<file path="src/rtl/serial_add_sequencer_if.sv">
// Bundle of the sequencer's request/result signals and its full-adder bit lanes.
// No latency of its own; it only carries wires between the blocks.
// No backpressure: start is only sampled in IDLE, and results are held until the next accepted start.
interface serial_add_sequencer_if #(
    parameter int WIDTH = 8
);
    logic             start;
    logic [WIDTH-1:0] op_a;
    logic [WIDTH-1:0] op_b;
    logic             cin;
    logic             fa_a;
    logic             fa_b;
    logic             fa_cin;
    logic             fa_sum;
    logic             fa_cout;
    logic             busy;
    logic             done;
    logic [WIDTH-1:0] result;
    logic             cout;

    // Requester side. It also models the external full-adder cell.
    modport master (
        output start, op_a, op_b, cin, fa_sum, fa_cout,
        input  fa_a, fa_b, fa_cin, busy, done, result, cout
    );

    // Sequencer side.
    modport slave (
        input  start, op_a, op_b, cin, fa_sum, fa_cout,
        output fa_a, fa_b, fa_cin, busy, done, result, cout
    );
endinterface

</file>
<file path="src/rtl/serial_add_sequencer.sv">
// Bit-serial adder sequencer: feeds an external 1-bit full adder LSB first and collects the sum bits.
// Latency: start accepted at edge k gives done in the cycle after edge k+WIDTH; next start is accepted at k+WIDTH+2 at the earliest.
// Backpressure: start is ignored while busy; result/cout are held until the next accepted start.
module serial_add_sequencer #(
    parameter int WIDTH = 8
) (
    input  logic                  clk,
    input  logic                  rst_n,
    serial_add_sequencer_if.slave bus
);
    localparam int CW = (WIDTH > 1) ? $clog2(WIDTH) : 1;
    localparam logic [CW-1:0] LAST_BIT = CW'(WIDTH - 1);

    typedef enum logic [1:0] {
        IDLE = 2'd0,
        RUN  = 2'd1,
        DONE = 2'd2
    } state_t;

    state_t           state_q,  state_d;
    logic [WIDTH-1:0] a_sh_q,   a_sh_d;
    logic [WIDTH-1:0] b_sh_q,   b_sh_d;
    logic [WIDTH-1:0] result_q, result_d;
    logic [CW-1:0]    cnt_q,    cnt_d;
    logic             carry_q,  carry_d;
    logic             cout_q,   cout_d;

    // State register. Reset is synchronous and overrides an operation in flight.
    always_ff @(posedge clk) begin
        if (!rst_n) begin
            state_q  <= IDLE;
            a_sh_q   <= '0;
            b_sh_q   <= '0;
            result_q <= '0;
            cnt_q    <= '0;
            carry_q  <= 1'b0;
            cout_q   <= 1'b0;
        end else begin
            state_q  <= state_d;
            a_sh_q   <= a_sh_d;
            b_sh_q   <= b_sh_d;
            result_q <= result_d;
            cnt_q    <= cnt_d;
            carry_q  <= carry_d;
            cout_q   <= cout_d;
        end
    end

    // Next state: capture on start, shift one bit per RUN cycle, and finish after WIDTH bits.
    always_comb begin
        state_d  = state_q;
        a_sh_d   = a_sh_q;
        b_sh_d   = b_sh_q;
        result_d = result_q;
        cnt_d    = cnt_q;
        carry_d  = carry_q;
        cout_d   = cout_q;
        case (state_q)
            IDLE: begin
                if (bus.start) begin
                    a_sh_d   = bus.op_a;
                    b_sh_d   = bus.op_b;
                    carry_d  = bus.cin;
                    cnt_d    = '0;
                    result_d = '0;
                    cout_d   = 1'b0;
                    state_d  = RUN;
                end
            end
            RUN: begin
                // The new sum bit enters at the MSB. After WIDTH shifts, bit i sits at position i.
                result_d = {bus.fa_sum, result_q[WIDTH-1:1]};
                carry_d  = bus.fa_cout;
                a_sh_d   = {1'b0, a_sh_q[WIDTH-1:1]};
                b_sh_d   = {1'b0, b_sh_q[WIDTH-1:1]};
                cnt_d    = cnt_q + 1'b1;
                if (cnt_q == LAST_BIT) begin
                    cout_d  = bus.fa_cout;
                    state_d = DONE;
                end
            end
            DONE: begin
                state_d = IDLE;
            end
            default: begin
                state_d = IDLE;
            end
        endcase
    end

    // Outputs. The adder lanes are quiet outside RUN, so the cell sees zeros when idle.
    always_comb begin
        bus.fa_a   = (state_q == RUN) ? a_sh_q[0] : 1'b0;
        bus.fa_b   = (state_q == RUN) ? b_sh_q[0] : 1'b0;
        bus.fa_cin = (state_q == RUN) ? carry_q   : 1'b0;
        bus.busy   = (state_q == RUN) || (state_q == DONE);
        bus.done   = (state_q == DONE);
        bus.result = result_q;
        bus.cout   = cout_q;
    end
endmodule

</file>
<file path="src/flat_wrapper.sv">
// flat-port wrapper written by rule: the top's interface ports become plain ports
module serial_add_sequencer_flat 
#(
    parameter int WIDTH = 8
)
  (clk, rst_n, bus_start, bus_op_a, bus_op_b, bus_cin, bus_fa_sum, bus_fa_cout, bus_fa_a, bus_fa_b, bus_fa_cin, bus_busy, bus_done, bus_result, bus_cout);
  serial_add_sequencer_if #(.WIDTH(WIDTH)) bus_i ();
  input  logic clk;
  input  logic rst_n;
  input wire logic [$bits(bus_i.start)-1:0] bus_start;
  input wire logic [$bits(bus_i.op_a)-1:0] bus_op_a;
  input wire logic [$bits(bus_i.op_b)-1:0] bus_op_b;
  input wire logic [$bits(bus_i.cin)-1:0] bus_cin;
  input wire logic [$bits(bus_i.fa_sum)-1:0] bus_fa_sum;
  input wire logic [$bits(bus_i.fa_cout)-1:0] bus_fa_cout;
  output wire logic [$bits(bus_i.fa_a)-1:0] bus_fa_a;
  output wire logic [$bits(bus_i.fa_b)-1:0] bus_fa_b;
  output wire logic [$bits(bus_i.fa_cin)-1:0] bus_fa_cin;
  output wire logic [$bits(bus_i.busy)-1:0] bus_busy;
  output wire logic [$bits(bus_i.done)-1:0] bus_done;
  output wire logic [$bits(bus_i.result)-1:0] bus_result;
  output wire logic [$bits(bus_i.cout)-1:0] bus_cout;
  assign bus_i.start = bus_start;
  assign bus_i.op_a = bus_op_a;
  assign bus_i.op_b = bus_op_b;
  assign bus_i.cin = bus_cin;
  assign bus_i.fa_sum = bus_fa_sum;
  assign bus_i.fa_cout = bus_fa_cout;
  assign bus_fa_a = bus_i.fa_a;
  assign bus_fa_b = bus_i.fa_b;
  assign bus_fa_cin = bus_i.fa_cin;
  assign bus_busy = bus_i.busy;
  assign bus_done = bus_i.done;
  assign bus_result = bus_i.result;
  assign bus_cout = bus_i.cout;
  serial_add_sequencer #(.WIDTH(WIDTH)) u_core (.clk(clk), .rst_n(rst_n), .bus(bus_i));
endmodule
</file>
<file path="config.mk">
export PLATFORM = sky130hd
export DESIGN_NAME = serial_add_sequencer_flat
export DESIGN_NICKNAME = d
export VERILOG_FILES = /design/src/rtl/serial_add_sequencer_if.sv /design/src/rtl/serial_add_sequencer.sv /design/src/flat_wrapper.sv
export SDC_FILE = /design/constraint.sdc
export NUM_CORES = 1
export LEC_CHECK = 0
export ABC_AREA = 0
export CORE_AREA = 5 5 68 70
export CTS_CLUSTER_SIZE = 20
export DETAILED_ROUTE_END_ITERATION = 10
export DIE_AREA = 0 0 73 75
export DONT_BUFFER_PORTS = 1
export SYNTH_ARGS = -nofsm -noshare
export SYNTH_HDL_FRONTEND = slang
export SYNTH_SLANG_ARGS = --single-unit
</file>
<file path="constraint.sdc">
create_clock -name clk -period 2.4 [get_ports clk]
set_input_delay 0.48 -clock clk [delete_from_list [all_inputs] [get_ports clk]]
set_output_delay 0.48 -clock clk [all_outputs]
set_load 0.01 [all_outputs]
</file>
After elaboration in Yosys (flattened, before gate mapping) --
Index checks and enable logic that the tools add are counted.
Word-level totals: flip-flop bits (word level) 31, bits of input ports 22, output and inout port bits 14
Operators by class: add/subtract/negate cells 1, equality and inequality tests 5, mux-type cells 19, reduce and logical (&&, ||, !) cells 6
Operators with widths (count):
- $pmux W8 S2 | 3
- $mux W8 | 3
- $mux W1 | 6
- $pmux W3 S2 | 1
- $mux W2 | 2
- $pmux W1 S2 | 2
- $pmux W2 S2 | 1
- $reduce_and A2 Y1 | 2
- $add A3 B1 Y3 const B | 1
- $eq A3 B3 Y1 const B | 1
- $mux W3 | 1
- $reduce_and A3 Y1 | 1
- $eq A2 B1 Y1 const B | 1
- $eq A2 B2 Y1 const B | 1
- $logic_not A2 Y1 | 1
- $ne A2 B1 Y1 const B | 1
- $ne A2 B2 Y1 const B | 1
- $reduce_bool A2 Y1 | 1
- $logic_or A1 B1 Y1 | 1

Depth between registers and ports, before layout --
Gate-level depths: netlist of the first run.
depth after elaboration 3, mapped depth 7, gate-level depth less buffers 5

Least setup slack after synthesis of the first run --
No wires, ideal clock.
path kind flip-flop to output port, start register u_core.state_q[1], end output bus_fa_a, arrival 1127 ps, required time 1920 ps, slack 793 ps, stages on the path, launching flop included 6, cell sequence dfxtp_1 -> inv_1 -> ha_1 -> buf_6 -> clkbuf_1 -> and2_1
Between the ends: cells in the longest elaborated chain, start to end 2
RTL lines:
- start: declaration | RTL line serial_add_sequencer.sv:20 | state_t state_q, state_d;
- start signal: assignment | RTL line serial_add_sequencer.sv:39 | state_q <= state_d;
- $eq A2 B1 Y1 | RTL line serial_add_sequencer.sv:93 | bus.fa_a = (state_q == RUN) ? a_sh_q[0] : 1'b0;
- $mux W1 | RTL line serial_add_sequencer.sv:93
- end: declaration | RTL line flat_wrapper.sv:16 | output wire logic [$bits(bus_i.fa_a)-1:0] bus_fa_a;
Every way passes these cells.

Final worst setup path of the first run --
start register u_core.state_q[1], end output bus_fa_cin
Between the ends: cells in the longest elaborated chain, start to end 2
RTL lines:
- $eq A2 B1 Y1 | RTL line serial_add_sequencer.sv:95 | bus.fa_cin = (state_q == RUN) ? carry_q : 1'b0;
- $mux W1 | RTL line serial_add_sequencer.sv:95
- end: declaration | RTL line flat_wrapper.sv:18 | output wire logic [$bits(bus_i.fa_cin)-1:0] bus_fa_cin;
Every way passes these cells.

==> impl_metrics.toml, run 1 <==
[status]
status = "finished, final reports clean"

[critical_path]
cp_max_fo = 17
path_class = "register to primary output"
arrival_ns = 1.44
cp.required_ns = 1.92
worstSetupEndpointType = "primary output"
cp-start-kind = "register"

[placement]
place_inst = 188
portBuffers = 0
gp_congestion = 0.7912
dpl.hpwl_mm = 2.155

[floorplan]
start_util_pct = 39.45
dieArea_um2 = 5475
die_h_um = 75
core_um2 = 3914
ios = 36
num_rows = 23
die_w_um = 73

[cells_and_area]
layout-drive-gt1-share_pct = 26.39
final_util_pct = 41.05
final_common_cell = "dfxtp_1"
area_delta_synth_final_pct = 4.052
insertedDiodeCount = 0
layout_common_cells = "dfxtp_1, mux2i_1, a211oi_2, nor2_2, nor2_1"
fin_cells = 194
nets = 174

[yosys]
synth_area_um2 = 1544
syn_nets = 175
synthFlopType = "dfxtp_1"
synthCells = 146
ys_ff_latch = 31
synth_cell_types = 25
ys_seq_area_share_pct = 40.19
async_reset_ff_share_pct = 0
yosys_warnings = 0
synth.avg_cell_area_um2 = 10.58
synth_edf_count = 0

[clock_tree]
cts_setup_buffers = 0
clk_path_buf_depth = 2
clkLatencyLatePin_ns = 0.27
clk_pin_slew_ns = 0.06
holdBufCountCts = 0
cts_root_buffer = "clkbuf_8"
cts.sink_count = 31
numCtsBuffers = 5
cts_tree = "built"
cts.htree.levels = 2
cts_resized = 0

[sta]
finalHoldViolCount = 0
worst_slew_margin_rel_pct = 64.17
fin_hold_ws_ns = 0.3811
rsz0062_at_grt = "no"
finalClockSkew_ns = 0.002512
final_max_slew_viol_count = 0
worst-slew-pin-transition_ns = 0.5374
period_share_pct = 79.98
finalSetupViolCount = 0
min_period_ns = 1.920
tns_ns = 0
max_clock_freq_mhz = 520.9

[routing]
detail-route-antenna-nets = 0
drc = 0
wl_per_cell_um = 15.82
routed_wl_mm = 3.069
via_per_inst = 5.552
first_pass_iters = 4
num_vias = 1077
drt_iter0_drc = 49

[grt]
grtUsageTotal_pct = 11.67
grt_overflow_total = 0
grt_pass1_vias = 1124
grt_pass1_wl_mm = 4.947
grt_max_degree = 33
antenna_found_initial = 0

[job]
maxCapViolCount = 0

[pwr]
irDropWorstVdd_mv = 0.4850
leakagePower_nw = 0.5760
p_per_area_nw_per_um2 = 1258

[min_path]
min_path_type = "input pin to register"
synthesized netlist by cell type, drive strengths merged (3+ instances only):
cell    number  area, um2
nand3b       3      22.52
a211oi      15      187.7
inv          3      11.26
and2         3      18.77
ha           7      87.58
clkbuf       5      22.52
dfxtp       31      620.6
nor2        26      130.1
mux2i       16      160.2
buf          7      80.08
a32oi       10      87.58
a21oi        6      30.03
nand2        3      11.26
layer usage:
metal	GRT usage [%]	up-vias	share of wire, %
met4	6.148	0	2.4
met2	20.06	32	50
met3	5.340	9	7.4
li1	-	520	-
met5	0	-	0
met1	11.87	516	40
path summary, 6_finish.rpt:
path	slack, ns	depth (start not counted)	start	to
worst min-delay path	0.38	2	bus_fa_cout	u_core.bus.cout
worst max-delay path	0.48	4	u_core.state_q[1]	bus_fa_cin
worst max register to register	0.71	5	u_core.state_q[0]	u_core.a_sh_q[7]
worst min register to register	0.45	2	u_core.a_sh_q[7]	u_core.a_sh_q[7]
report_power, final:
| group | switching, mW | internal (mW) | leakage (nW) |
|---|---|---|---|
| combinational | 0.558 | 0.370 | 0.285 |
| clock | 0.161 | 0.192 | 0.0371 |
| sequential | 0.0897 | 0.650 | 0.254 |
state kept, by name, summed over array words and instances (netlist names):
register and count:
u_core.a_sh_q 8, u_core.b_sh_q 8, u_core.bus.cout 1, u_core.bus.result 8, u_core.carry_q 1, u_core.cnt_q 3
u_core.state_q 2
layout make-up:
type / count / area [um2]
Fill cell: 410 / 2307
Multi-Input combinational cell: 100 / 809.5
Sequential cell: 31 / 620.6
Clock buffer: 6 / 72.57
Tap cell: 50 / 62.56
Timing Repair Buffer: 4 / 30.03
Inverter: 3 / 11.26
cell families (layout without fill, tap and decap cells):
family,after synthesis,after routing,share of synthesized area [%]
AOI/OAI and AO/OA,34,34,20.91
buffers and inverters,15,13,7.374
and+or+nand+nor,42,42,14.51
muxes,17,17,11.34
adders and majority gates,7,7,5.672
DFF,31,31,40.19
through the flow:
stage / setup WS (ns) / power (mW) / area (um2)
4_1_cts: 0.4613 / 2.050 / 1607
3_3_place_gp: 0.7956 / 1.622 / 1534
2_1_floorplan: 0.7928 / 1.631 / 1544
5_1_grt: 0.3938 / 2.163 / 1607
6_report: 0.4804 / 2.021 / 1607
3_5_place_dp: 0.7004 / 1.682 / 1534
critical path, cell delays in order, from the launching register on:
cell and delay, ns:
dfxtp_1 0.32, inv_1 0.12, ha_1 0.21, buf_4 0.29, and2_1 0.22
Power figures use the tool's default switching activity.
==> run 2: changes to the inputs <==
clock period = 1.95 ns   (was 2.4 ns; I/O delays follow)
==> impl_metrics.toml, run 2 (synthesis gave the netlist of run 1 again) <==
[grt]
grt_max_degree = 33
grt_overflow_total = 0
grt_pass1_vias = 1056
antenna_found_initial = 0
grt_pass1_wl_mm = 4.899
grtUsageTotal_pct = 11.74

[cells_and_area]
insertedDiodeCount = 0
layout_common_cells = "dfxtp_1, mux2i_1, a211oi_2, nor2_2, nor2_1"
nets = 175
final_common_cell = "dfxtp_1"
nFillCells = 399
area_delta_synth_final_pct = 5.510
fin_cells = 196
layout-drive-gt1-share_pct = 28.08

[routing]
first_pass_iters = 4
wl_per_cell_um = 15.27
num_vias = 1044
via_per_inst = 5.327
routed_wl_mm = 2.992
drt_iter0_drc = 52
drc = 0
detail-route-antenna-nets = 0

[min_path]
hold_depth = 2
worstHoldStart = "bus_fa_cout"
min_path_type = "input pin to register"
hold-path-endpoint = "u_core.bus.cout"

[pwr]
switching_share_pct = 39.46
fin_total_pwr_mw = 2.553
irDropWorstVdd_mv = 0.6345
p_switching_mw = 1.007
leakagePower_nw = 0.5912
sequentialPowerShare_pct = 35.7
pwr-share-comb_pct = 44.8
power.share.clock_pct = 19.6
p_int_mw = 1.545
p_per_area_nw_per_um2 = 1567

[status]
status = "finished, final reports clean"

[floorplan]
core_um2 = 3914
die_w_um = 73
start_util_pct = 39.45
die_h_um = 75
dieArea_um2 = 5475
ios = 36
num_rows = 23

[job]
maxCapViolCount = 0

[clock_tree]
clk_path_buf_depth = 2
cts.sink_count = 31
numCtsBuffers = 5
cts_tree = "built"
holdBufCountCts = 0
cts_resized = 0
cts_setup_buffers = 0
clkLatencyLatePin_ns = 0.27
clk_pin_slew_ns = 0.06
cts_root_buffer = "clkbuf_8"
cts.htree.levels = 2

[placement]
dpl.hpwl_mm = 2.108
place_inst = 189
gp_congestion = 0.7535
portBuffers = 0

[sta]
max_clock_freq_mhz = 556.7
finalHoldViolCount = 0
worst-slew-pin-transition_ns = 0.5162
finalSetupViolCount = 0
tns_ns = 0
finalClockSkew_ns = 0.005701
period_share_pct = 92.12
worst_slew_margin_rel_pct = 65.59
min_period_ns = 1.796
rsz0062_at_grt = "no"
final_max_slew_viol_count = 0

[critical_path]
worstSetupEndpointType = "primary output"
arrival_ns = 1.41
path_class = "register to primary output"
timing.rr.end = "u_core.carry_q"
cp.required_ns = 1.56
cp_max_fo = 11
rr_worst_depth = 5
rrSetupSlack_ns = 0.26
cp-start-kind = "register"
r2r_start = "u_core.state_q[0]"
run 2: cell count changes in the layout (fill, tap and decap cells not counted), sizes merged:
cell / before / now
clkinv: 0 / 1
buf: 4 / 5
run 2: worst max-delay path by stage:
stage,startpoint,endpoint,depth (start not counted)
after floorplan,u_core.state_q[1],bus_fa_a,5
after global placement,u_core.state_q[0],u_core.carry_q,5
after detailed placement,u_core.state_q[0],u_core.carry_q,5
after CTS,u_core.state_q[1],bus_fa_cin,4
after global routing,u_core.state_q[1],bus_fa_cin,4
final,u_core.state_q[1],bus_fa_cin,4
run 2: through the flow:
| step | setup WS (ns) | util, % | cell area (um2) | hold slack [ns] |
|---|---|---|---|---|
| 6_report | 0.1536 | 41.62 | 1629 | 0.2785 |
| 5_1_grt | 0.06021 | 41.62 | 1629 | 0.2720 |
| 4_1_cts | 0.1336 | 41.62 | 1629 | 0.2729 |
| 3_5_place_dp | 0.2621 | 39.39 | 1541 | 0.4486 |
| 3_3_place_gp | 0.3653 | 39.39 | 1541 | 0.4394 |
| 2_1_floorplan | 0.4328 | - | 1544 | 0.4316 |
run 2: critical path: stages, from the launching register on:
cell     delay [ns]
dfxtp_1        0.32
inv_1          0.14
ha_1           0.25
buf_4          0.22
and2_1         0.21
run 2: metal layers:
metal / global-route usage (%) / share of wire (%) / vias to the layer above
li1: - / - / 523
met3: 7.343 / 11 / 5
met1: 12.23 / 40 / 483
met4: 4.918 / 1.4 / 0
met5: 0 / 0 / -
met2: 18.97 / 47 / 33
run 2: cell type report:
class / count / area, um2 / share of cell area (%)
Multi-Input combinational cell: 100 / 809.5 / 49.69
Sequential cell: 31 / 620.6 / 38.10
Clock buffer: 6 / 82.58 / 5.069
Tap cell: 50 / 62.56 / 3.840
Timing Repair Buffer: 5 / 37.54 / 2.304
Inverter: 3 / 11.26 / 0.6912
Clock inverter: 1 / 5.005 / 0.3072
run 2: power by group through the flow:
stage / Clock (mW) / Combinational [mW] / Sequential, mW
2_1_floorplan: 0 / 1.11 / 0.898
3_3_place_gp: 0 / 1.10 / 0.917
3_5_place_dp: 0 / 1.15 / 0.923
4_1_cts: 0.513 / 1.15 / 0.911
5_1_grt: 0.544 / 1.25 / 0.933
6_report: 0.499 / 1.14 / 0.910
